$ cat config.mk
export PLATFORM = sky130hd
export DESIGN_NAME = scan_sequencer
export DESIGN_NICKNAME = d
export VERILOG_FILES = /design/src/rtl/scan_sequencer.sv
export SDC_FILE = /design/constraint.sdc
export NUM_CORES = 1
export LEC_CHECK = 0
export CAP_MARGIN = 10
export CELL_PAD_IN_SITES_DETAIL_PLACEMENT = 0
export CELL_PAD_IN_SITES_GLOBAL_PLACEMENT = 1
export CORE_MARGIN = 5
export CORE_UTILIZATION = 32
export CTS_CLUSTER_SIZE = 40
export DETAILED_ROUTE_END_ITERATION = 16
export PLACE_DENSITY_LB_ADDON = 0.1
export SLEW_MARGIN = 20
export SYNTH_ARGS = -nofsm -noshare
export SYNTH_HDL_FRONTEND = slang
export SYNTH_SLANG_ARGS = --single-unit
$ cat constraint.sdc
create_clock -name clk -period 1.4 [get_ports clk]
set_input_delay 0.28 -clock clk [delete_from_list [all_inputs] [get_ports clk]]
set_output_delay 0.28 -clock clk [all_outputs]
set_load 0.01 [all_outputs]
$ cat src/rtl/scan_sequencer.sv
// Scan sequencer: steps a 2-bit select through four codes, holding each for dwell+1 cycles.
// Define SCAN_GRAY_EN to scan in Gray order (00,01,11,10) instead of binary order.
module scan_sequencer #(
    parameter int DWELL_W = 4
) (
    input  logic               clk,
    input  logic               rst_n,
    input  logic               start,
    input  logic               stop,
    input  logic               pause,
    input  logic               single,
    input  logic [DWELL_W-1:0] dwell,
    output logic               s0,
    output logic               s1,
    output logic               busy,
    output logic               wrap
);

    typedef enum logic {
        IDLE = 1'b0,
        SCAN = 1'b1
    } state_t;

    state_t             state, state_nx;
    logic [1:0]         sel, sel_nx;
    logic [DWELL_W-1:0] dcnt, dcnt_nx;
    logic               one_pass, one_pass_nx;
    logic               wrap_nx;

`ifdef SCAN_GRAY_EN
    localparam logic [1:0] LAST_CODE = 2'b10;

    function automatic logic [1:0] next_code(input logic [1:0] code);
        return {code[0], ~code[1]};
    endfunction
`else
    localparam logic [1:0] LAST_CODE = 2'b11;

    function automatic logic [1:0] next_code(input logic [1:0] code);
        return code + 2'b01;
    endfunction
`endif

    always_ff @(posedge clk or negedge rst_n) begin
        if (!rst_n) begin
            state    <= IDLE;
            sel      <= 2'b00;
            dcnt     <= '0;
            one_pass <= 1'b0;
            wrap     <= 1'b0;
        end else begin
            state    <= state_nx;
            sel      <= sel_nx;
            dcnt     <= dcnt_nx;
            one_pass <= one_pass_nx;
            wrap     <= wrap_nx;
        end
    end

    // Stop outranks pause, and pause outranks both the dwell countdown and the advance.
    always_comb begin
        state_nx    = state;
        sel_nx      = sel;
        dcnt_nx     = dcnt;
        one_pass_nx = one_pass;
        wrap_nx     = 1'b0;
        case (state)
            IDLE: begin
                sel_nx = 2'b00;
                if (start && !stop) begin
                    state_nx    = SCAN;
                    dcnt_nx     = dwell;
                    one_pass_nx = single;
                end
            end
            SCAN: begin
                if (stop) begin
                    state_nx    = IDLE;
                    sel_nx      = 2'b00;
                    dcnt_nx     = '0;
                    one_pass_nx = 1'b0;
                end else if (!pause) begin
                    if (dcnt != '0) begin
                        dcnt_nx = dcnt - DWELL_W'(1);
                    end else begin
                        sel_nx  = next_code(sel);
                        dcnt_nx = dwell;
                        if (sel == LAST_CODE) begin
                            wrap_nx = 1'b1;
                            if (one_pass) begin
                                state_nx    = IDLE;
                                dcnt_nx     = '0;
                                one_pass_nx = 1'b0;
                            end
                        end
                    end
                end
            end
            default: begin
                state_nx = IDLE;
                sel_nx   = 2'b00;
            end
        endcase
    end

    assign s0   = sel[1];
    assign s1   = sel[0];
    assign busy = (state == SCAN);

endmodule

; ---- Yosys cells after proc, flatten, opt, wreduce, memory -nomap -nowiden
; Cells that the tools add are included.
; W data, S select, Z words.
[classes]
reduce_logical = 6
n_mul = 0
magnitude_cmp = 0
bitwise_logic = 1
addsub = 2
eq_ne = 5
div = 0
n_mux = 29
n_shift = 0
[op_table]
columns = cell, count
row1 = $mux W4, 6
row2 = $mux W1, 16
row3 = $pmux W4 S2, 1
row4 = $mux W2, 3
row5 = $ne A3 B3 Y1 const B, 2
row6 = $pmux W1 S2, 2
row7 = $pmux W2 S2, 1
row8 = $reduce_and A2 Y1, 2
row9 = $reduce_and A4 Y1, 1
row10 = $reduce_bool A4 Y1, 1
row11 = $sub A4 B1 Y4 const B, 1
row12 = $ne A3 B2 Y1 const B, 1
row13 = $add A2 B1 Y2 const B, 1
row14 = $eq A2 B2 Y1 const B, 1
row15 = $ne A2 B2 Y1 const B, 1
row16 = $logic_and A1 B1 Y1, 1
row17 = $logic_not A1 Y1, 1
row18 = $not A1 Y1, 1
[totals]
register_bits = 9
rom_bits = 0
latch_bits = 0
mem_bits_rw = 0
input_bits = 10
n_memories = 0

; ---- Depth between registers and ports, before layout
; Gate-level depths: netlist of the first run.
[logic_depth]
depth_word = 6
mapped_depth = 6
ltp_nobuf = 6

; ---- Least setup slack after synthesis of the first run
; No wires, ideal clock.
[synth_path]
path_type = flip-flop to flip-flop
from = register dcnt[0]
to = register dcnt[0]
arrival_ps = 1367
period_less_slack_ps = 1488
t_required_ps = 1279
setup_ps = 121
path_buffers = 0
slack_ps = -88
path_stages_with_launch = 7
cell_sequence = dfrtp_1 > inv_1 > ha_1 > or3b_4 > a21oi_2 > o32ai_1 > a22o_1
[synth_between]
elab_chain_len = 5
[synth_lines]
columns = item, line
row1 = from (decl), 26  ; logic [DWELL_W-1:0] dcnt, dcnt_nx;
row2 = from (signal assigned), 54  ; dcnt <= dcnt_nx;
row3 = $sub A4 B1 Y4 or $reduce_bool A4 Y1 (tied branches), "84, 83"
row4 = $mux W4 (*), 83  ; if (dcnt != '0) begin
row5 = $mux W4 (*), 82  ; end else if (!pause) begin
row6 = $mux W4 (*), 77  ; if (stop) begin
row7 = $pmux W4 S2 (*), 67  ; case (state)
; Every way passes the cells marked *; elsewhere a longest branch is shown, timed or not. The select of a mux whose other input is x is not followed.
; A chain may end at the register's enable or synchronous reset.

; ---- Worst setup path in the final report of the first run
[layout_path]
from = register dcnt[1]
to = register dcnt[0]
[layout_between]
elab_chain_len = 5
[layout_lines]
columns = item, line
row1 = $reduce_bool A4 Y1, 83
row2 = $mux W4, 83
row3 = $mux W4, 82
row4 = $mux W4, 77
row5 = $pmux W4 S2, 67
; No other way between the ends. The select of a mux whose other input is x is not followed.

==> impl_metrics.toml, run 1 <==
[run_status]
status = "finished with violations"
violations = "setup timing"

[setup_path]
critPathKind = "flop to flop"
start_kind = "flop"
cp.arrival_ns = 1.64
crit_path_end_kind = "flop"
required_ns = 1.54
crit_fanout = 5
worst_r2r_path_depth = 6

[logic_synthesis]
synthArstFlopShare_pct = 100
yosysTopAreaCellShare_pct = 35.9
synth-compound-area-share_pct = 27.5
synth_area_per_cell_sq_um = 9.22
synth_cells = 68
synth_mux_area_share_pct = 0
yosys_register_bits = 9
ys_types = 35
synthTopCellsByArea = "dfrtp_1 (36%), ha_1 (6.0%), a21oi_1 (4.8%), o21ai_0 (4.8%), xnor2_1 (2.8%)"
synth-seq-area-share_pct = 35.9
yosysTopAreaCell = "dfrtp_1"
synthXorXnorAreaFrac_pct = 2.79
synth-edff-count = 0
synth_top_family_by_area = "compound AO/OA/AOI/OAI gates"
yosys_warnings = 0
netlist_area_sq_um = 627
yosys.area_share.simple_pct = 23.4
yosys_most_used_dff = "dfrtp_1"
synthAdderAreaFrac_pct = 5.99
synth.net_count = 81

[sta]
hold_viol_final = 0
rsz0062_at_grt = "true"
layout_setup_ws_ns = -0.0991
max_clock_freq_ghz = 0.667
finalSetupViolCount = 5
period_share_pct = 107
setup_tns_ns = -0.289
slew_viol_final = 0
tightest_slew_ns = 0.422
fin_crit_ns = 1.50
maxSlewHeadroom_pct = 71.8
fin_skew_ns = 0.00273

[clocking]
clk_path_buf_depth = 2
cts-root-buf = "clkbuf_4"
hold_buffers = 0
cts_tree = "yes"
clkSinkCount = 9
numCtsBuffers = 3
htree_levels = 1
clk_latency_ns = 0.26
cts.clk_slew.worst_paths_ns = 0.06

[global_route]
antenna_found_initial = 0
grt_pass1_wl_um = 3000
grt.overflow.total = 0
grt_max_degree = 10
grtUsageTotal_pct = 14.3
grt_pass1_vias = 681

[placement]
placed_cell_area_sq_um = 913
gp_congestion = 0.726
dp.cells = 124
port_buffers = 13
hpwl_um = 1370

[power_and_ir_drop]
pwr-share-clk_pct = 20.7
pwr-share-comb_pct = 46.1
p_seq_share_pct = 33.2
internal_power_mw = 0.638
power.total_mw = 0.951
p_sw_mw = 0.313
p_per_area_nw_per_um2 = 950
swShare_pct = 32.9
p_leak_nw = 0.447
irDropWorstVdd_v = 0.000463

[cells_and_area]
post-route-cell-area_sq_um = 1000
post-route-util_pct = 52.1
antenna_cells = 0
fin_cells = 131
syn_to_final_growth_pct = 59.7
layout-drive-gt1-share_pct = 34.6
layout.nets = 118

[route]
drtAntennaViolNets = 0
dr.first_iter.drc_count = 7
drc = 0
routed_via_density = 4.96
wirelength_um = 1750
vias = 650
first_pass_iters = 4
wl_per_cell_um = 13.3

[floorplanning]
chipWidth_um = 54.3
coreArea_sq_um = 1920
die_area_sq_um = 2940
start_util_pct = 32.6
io_pins = 14
fp.dieH_um = 54.3
num_rows = 16

[min_path]
hold_path.class = "input pin to async pin"

[flow_run]
cap_violations = 0
[critical path, cell delays in order, from the launching register on]
cell	delay, ns
dfrtp_1	0.38
inv_2	0.08
ha_4	0.13
or3b_4	0.42
a21oi_2	0.12
o32ai_1	0.08
a22o_1	0.18
[what timing repair did]
action | in CTS | in global routing
setup endpoints to repair | 12 | 9
gates resized for setup | 9 | 6
setup buffers | 2 | 1
pin swaps | 2 | 2
[power groups by stage]
stage	Combinational, mW	Clock, mW	Sequential [mW]
6_report	0.438	0.197	0.316
5_1_grt	0.490	0.219	0.322
4_1_cts	0.410	0.206	0.316
3_5_place_dp	0.375	0	0.321
3_3_place_gp	0.377	0	0.321
2_1_floorplan	0.201	0	0.324
[worst paths after layout]
kind                                from       to  slack (ns)
worst max-delay path             dcnt[1]  dcnt[0]        -0.1
worst min-delay path               rst_n     wrap        0.32
worst max register to register   dcnt[1]  dcnt[0]        -0.1
worst min register to register  one_pass     busy        0.52
max in group asynchronous          rst_n  dcnt[1]        0.78
min in group clk                one_pass     busy        0.52
[cells in the final DEF, fill, tap and decap left out, types with 2 or more instances in the layout]
cell type	n
buf_4	20
dfrtp_1	9
clkdlybuf4s50_1	9
a21oi_1	6
o21ai_0	5
dlygate4sd2_1	4
nand2_1	3
nor2_1	3
nor3b_2	3
clkbuf_4	3
inv_2	2
inv_1	2
nand3b_1	2
o21a_1	2
xnor2_1	2
a31oi_1	2
ha_1	2
[cells by family (layout without fill, tap and decap cells)]
group | after synthesis | after routing
AO/OA/AOI/OAI | 26 | 26
XOR/XNOR | 2 | 2
adder cells (fa/ha/maj) | 3 | 3
buffers and inverters | 6 | 42
flip-flops | 9 | 9
AND/OR/NAND/NOR | 22 | 22
[cells in the mapped netlist, drive strengths merged (2+ instances only)]
cell type and n:
nand3b 2, xnor2 2, a21oi 7, nand2 3, a31oi 2, nor2 5, o21ai 6, ha 3
nor3b 3, nand2b 2, inv 4, dfrtp 9, o21a 2
[cell type report]
cell class / count / area (sq um)
flip-flops and latches: 9 / 225
multi-input cells: 53 / 414
inverters: 4 / 15.0
repair buffers: 34 / 287
fillers: 202 / 921
clock buffers: 4 / 26.3
well taps: 27 / 33.8
[through the flow]
step	setup slack [ns]	hold WS, ns
floorplan	-0.0876	-0.0156
global placement	-0.259	0.524
detailed placement	-0.271	0.509
CTS	-0.103	0.338
global route	-0.198	0.353
finish	-0.0991	0.324
[registers in the layout, summed over array words and instances, names as in the netlist]
signal / flops
wrap: 1
busy: 1
one_pass: 1
sel: 2
dcnt: 4
[per-layer routing]
metal / track usage [%] / routed length, um / up-vias
met1: 18.2 / 799 / 311
met2: 23.9 / 861 / 10
met4: 2.49 / 10 / 0
met3: 4.63 / 73 / 2
met5: 0 / 0 / -
li1: - / - / 327
Note: power is estimated with default switching activity, not from simulation.
==> inputs of run 2 (changes only) <==
--- a/config.mk
+++ b/config.mk
@@ -13,6 +13,7 @@
 export CTS_CLUSTER_SIZE = 40
 export DETAILED_ROUTE_END_ITERATION = 16
 export PLACE_DENSITY_LB_ADDON = 0.1
+export REMOVE_ABC_BUFFERS = 1
 export SLEW_MARGIN = 20
 export SYNTH_ARGS = -nofsm -noshare
 export SYNTH_HDL_FRONTEND = slang
==> impl_metrics.toml, run 2 (synthesized netlist as in run 1, its figures left out) <==
[setup_path]
r2r-end = "dcnt[0]"
crit_fanout = 5
worst_r2r_path_depth = 6
path_cells = "inv_2 -> ha_4 -> or3b_4 -> a21oi_2 -> o32ai_1 -> a22o_1"
r2r_slack_ns = -0.10
rr_startpoint = "dcnt[1]"
crit_family = "simple AND/OR/NAND/NOR gates"
worst-path-stages = 6
cp.arrival_ns = 1.66
crit_path_end_kind = "flop"
critPathLaunch = "dcnt[1]"
required_ns = 1.55
start_kind = "flop"
critPathKind = "flop to flop"
worstSetupEndpoint = "dcnt[0]"
crit_path_top_delay_cell = "or3b_4"
critPathBufInv = 1
slowest_delay_ns = 0.42

[global_route]
grtUsageTotal_pct = 14.2
grt_pass1_vias = 668
grt_max_degree = 10
antenna_found_initial = 0
grt_pass1_wl_um = 3040
grt.overflow.total = 0

[min_path]
hold_path.class = "input pin to async pin"

[cells_and_area]
antenna_cells = 0
final.fill_count = 182
layout_common_cells = "buf_4 (20), clkdlybuf4s50_1 (9), dfrtp_1 (8)"
post-route-util_pct = 53.3
layout_commonest_cell = "buf_4"
regMostFlops = "dcnt"
syn_to_final_growth_pct = 63.5
layout.nets = 118
largest_register_ff_count = 4
reg_top3 = "dcnt: 4 flops, sel: 2 flops"
layout-drive-gt1-share_pct = 38.5

[route]
first_pass_iters = 4
wl_per_cell_um = 13.6
wirelength_um = 1780
routed_via_density = 5.06
drtAntennaViolNets = 0
drc = 0
dr.first_iter.drc_count = 15
vias = 663

[clocking]
clk_path_buf_depth = 2
cts-root-buf = "clkbuf_4"
clk_latency_ns = 0.26
cts_tree = "yes"
cts.clk_slew.worst_paths_ns = 0.06
hold_buffers = 0
numCtsBuffers = 3
htree_levels = 1
clkSinkCount = 9

[sta]
hold_viol_final = 0
fin_skew_ns = 0.00128
fin_crit_ns = 1.50
maxSlewHeadroom_pct = 70.7
layout_setup_ws_ns = -0.104
tightest_slew_ns = 0.437
finalSetupViolCount = 6
slew_viol_final = 0
period_share_pct = 107
rsz0062_at_grt = "true"
max_clock_freq_ghz = 0.665

[power_and_ir_drop]
pwr-share-clk_pct = 20.8
p_per_area_nw_per_um2 = 969
internal_power_mw = 0.657
p_leak_nw = 0.445
swShare_pct = 33.9
p_seq_share_pct = 33.1
power.total_mw = 0.993
irDropWorstVdd_v = 0.000571
p_sw_mw = 0.336
pwr-share-comb_pct = 46.1

[floorplanning]
fp.dieH_um = 54.3
start_util_pct = 32.6
die_area_sq_um = 2940
coreArea_sq_um = 1920
num_rows = 16
io_pins = 14
chipWidth_um = 54.3

[placement]
gp_congestion = 0.826
hpwl_um = 1400
dp_worst_setup_slack_ns = -0.295
port_buffers = 13

[flow_run]
cap_violations = 0

[run_status]
status = "finished with violations"
violations = "setup timing"
[run 2: cell counts in the layout (fill, tap and decap cells not counted)]
No cell type changed its count.
[run 2: power by group through the flow]
stage	clock [mW]	sequential, mW	combinational (mW)
floorplan	0	0.327	0.192
global placement	0	0.326	0.381
detailed placement	0	0.325	0.380
CTS	0.217	0.328	0.446
global route	0.236	0.334	0.505
finish	0.207	0.329	0.458
[run 2: cell type report]
| class | count | area, sq um | area share [%] |
|---|---|---|---|
| sequential | 9 | 226 | 22.1 |
| timing repair buffer | 34 | 287 | 28.0 |
| tap | 27 | 33.8 | 3.30 |
| clock buffer | 4 | 26.3 | 2.56 |
| inverter | 4 | 15.0 | 1.47 |
| multi-input combinational | 53 | 437 | 42.6 |
[run 2: stage by stage]
stage	instance area [sq um]	setup TNS, ns	std cells	hold WS (ns)
after floorplan	614	-0.163	66	-0.0156
after global placement	928	-1.30	126	0.527
after detailed placement	928	-1.51	126	0.512
after CTS	1010	-0.374	131	0.332
after global routing	1020	-1.03	131	0.356
final	1020	-0.300	131	0.326
[run 2: what timing repair did]
item / 4_1_cts / 5_1_grt
gates cloned: 0 / 0
gates resized for setup: 17 / 1
pin swaps: 4 / 0
setup endpoints to repair: 13 / 9
buffers inserted: 1 / 0
[run 2: worst min path at each step]
stage	start	to	slack, ns
after CTS	rst_n	wrap	0.33
after floorplan	rst_n	busy	-0.02
after global placement	one_pass	busy	0.53
final	rst_n	sel[0]	0.33
after global routing	rst_n	dcnt[0]	0.36
after detailed placement	one_pass	busy	0.51
[run 2: layer usage]
| metal | track usage (%) | part of all wire (%) | vias to the layer above |
|---|---|---|---|
| met5 | 0 | 0 | - |
| li1 | - | - | 329 |
| met3 | 1.63 | 1.8 | 2 |
| met2 | 21.7 | 48 | 10 |
| met1 | 20.6 | 49 | 322 |
| met4 | 4.98 | 0.68 | 0 |
==> inputs of run 3 (changes only) <==
--- a/config.mk
+++ b/config.mk
@@ -12,6 +12,7 @@
 export CORE_UTILIZATION = 32
 export CTS_CLUSTER_SIZE = 40
 export DETAILED_ROUTE_END_ITERATION = 16
+export GPL_TIMING_DRIVEN = 0
 export PLACE_DENSITY_LB_ADDON = 0.1
 export REMOVE_ABC_BUFFERS = 1
 export SLEW_MARGIN = 20
==> impl_metrics.toml, run 3 (synthesized netlist as in run 1, its figures left out) <==
[run_status]
status = "finished with violations"
violations = "setup timing"

[power_and_ir_drop]
pwr-share-comb_pct = 42.1
pwr-share-clk_pct = 22.5
irDropWorstVdd_v = 0.000727
internal_power_mw = 0.606
p_seq_share_pct = 35.3
p_sw_mw = 0.324
p_leak_nw = 0.381
p_per_area_nw_per_um2 = 1020
swShare_pct = 34.8

[floorplanning]
io_pins = 14
start_util_pct = 32.6
coreArea_sq_um = 1920
fp.dieH_um = 54.3
die_area_sq_um = 2940
chipWidth_um = 54.3
num_rows = 16

[placement]
port_buffers = 13
placed_cell_area_sq_um = 778
gp_congestion = 0.741
hpwl_um = 1150

[clocking]
hold_buffers = 0
clk_path_buf_depth = 2
clkSinkCount = 9
cts_tree = "yes"
cts-root-buf = "clkbuf_4"
numCtsBuffers = 3
htree_levels = 1
clk_latency_ns = 0.26
cts.clk_slew.worst_paths_ns = 0.07

[global_route]
grt_use_met3_pct = 4.90
grt_max_degree = 17
busiest_layer = "met2"
met2_usage_pct = 18.3
antenna_found_initial = 0
use_met1_pct = 15.8
grtUsageTotal_pct = 11.8
grt_pass1_vias = 533
grt_pass1_wl_um = 2460
grt.overflow.total = 0

[cells_and_area]
layout-drive-gt1-share_pct = 27.8
syn_to_final_growth_pct = 44.9
layout_common_cells = "clkdlybuf4s50_1 (9), dfrtp_1 (8), a21oi_1 (6), buf_4 (6)"
layout_commonest_cell = "clkdlybuf4s50_1"
antenna_cells = 0
post-route-cell-area_sq_um = 908
regMostFlops = "dcnt"
layout.nets = 104
reg_top3 = "dcnt: 4 flops, sel: 2 flops"
largest_register_ff_count = 4

[sta]
maxSlewHeadroom_pct = 70.4
period_share_pct = 111
fin_crit_ns = 1.55
whs_ns = 0.324
max_clock_freq_ghz = 0.645
rsz0062_at_grt = "true"
layout_setup_ws_ns = -0.151
fin_skew_ns = 0.00108
tightest_slew_ns = 0.442
hold_viol_final = 0
slew_viol_final = 0
finalSetupViolCount = 9

[setup_path]
critPathKind = "flop to flop"
r2r_slack_ns = -0.15
cp.arrival_ns = 1.72
crit_fanout = 4
required_ns = 1.57
start_kind = "flop"
crit_path_end_kind = "flop"

[flow_run]
cap_violations = 0

[min_path]
hold_path.class = "input pin to async pin"

[route]
wirelength_um = 1590
drc = 0
drtAntennaViolNets = 0
vias = 605
wl_per_cell_um = 13.5
routed_via_density = 5.17
dr.first_iter.drc_count = 17
first_pass_iters = 4
[run 3: worst max-delay path, cell delays in order, from the launching register on]
cell     delay, ns
dfrtp_1       0.41
inv_2         0.09
ha_4          0.14
or3b_4        0.42
buf_4         0.17
nor4b_4       0.24
[run 3: metrics by stage]
| stage | TNS (ns) | total power, mW | worst slack, ns | util (%) | cells |
|---|---|---|---|---|---|
| final | -0.691 | 0.930 | -0.151 | 47.3 | 117 |
| after detailed placement | -2.32 | 0.609 | -0.399 | 40.5 | 106 |
| after CTS | -0.662 | 0.901 | -0.163 | 45.1 | 114 |
| after floorplan | -0.163 | 0.520 | -0.103 | - | 66 |
| after global placement | -2.67 | 0.613 | -0.471 | 40.5 | 106 |
| after global routing | -1.19 | 0.997 | -0.226 | 47.3 | 117 |
[run 3: final cells by class]
class,instances,area (sq um)
fillers,199,1010
flip-flops and latches,9,226
multi-input cells,53,424
clock buffers,3,22.5
inverters,4,15.0
clock inverters,1,5.00
repair buffers,20,181
well taps,27,33.8
[run 3: path summary, 6_finish.rpt]
path	from	to	cells after the start
hold / removal	rst_n	dcnt[0]	1
setup / recovery	dcnt[0]	wrap	5
max in group asynchronous	rst_n	busy	1
hold reg to reg	one_pass	busy	1
setup reg to reg	dcnt[0]	wrap	5
min in group clk	one_pass	busy	1
[run 3: routing by layer]
layer | vias to the layer above | wire [um]
li1 | 302 | -
met1 | 293 | 762
met2 | 8 | 777
met3 | 2 | 32
met4 | 0 | 12
met5 | - | 0
[run 3: power groups by stage]
stage	sequential [mW]	clock (mW)	combinational, mW
5_1_grt	0.332	0.242	0.423
2_1_floorplan	0.327	0	0.192
4_1_cts	0.330	0.222	0.348
6_report	0.329	0.210	0.392
3_5_place_dp	0.336	0	0.274
3_3_place_gp	0.336	0	0.277
[run 3: repair_timing]
| item | CTS | global route |
|---|---|---|
| gates resized for setup | 16 | 4 |
| buffers inserted | 4 | 3 |
| endpoints found under the setup margin | 13 | 9 |
| pin swaps | 2 | 3 |
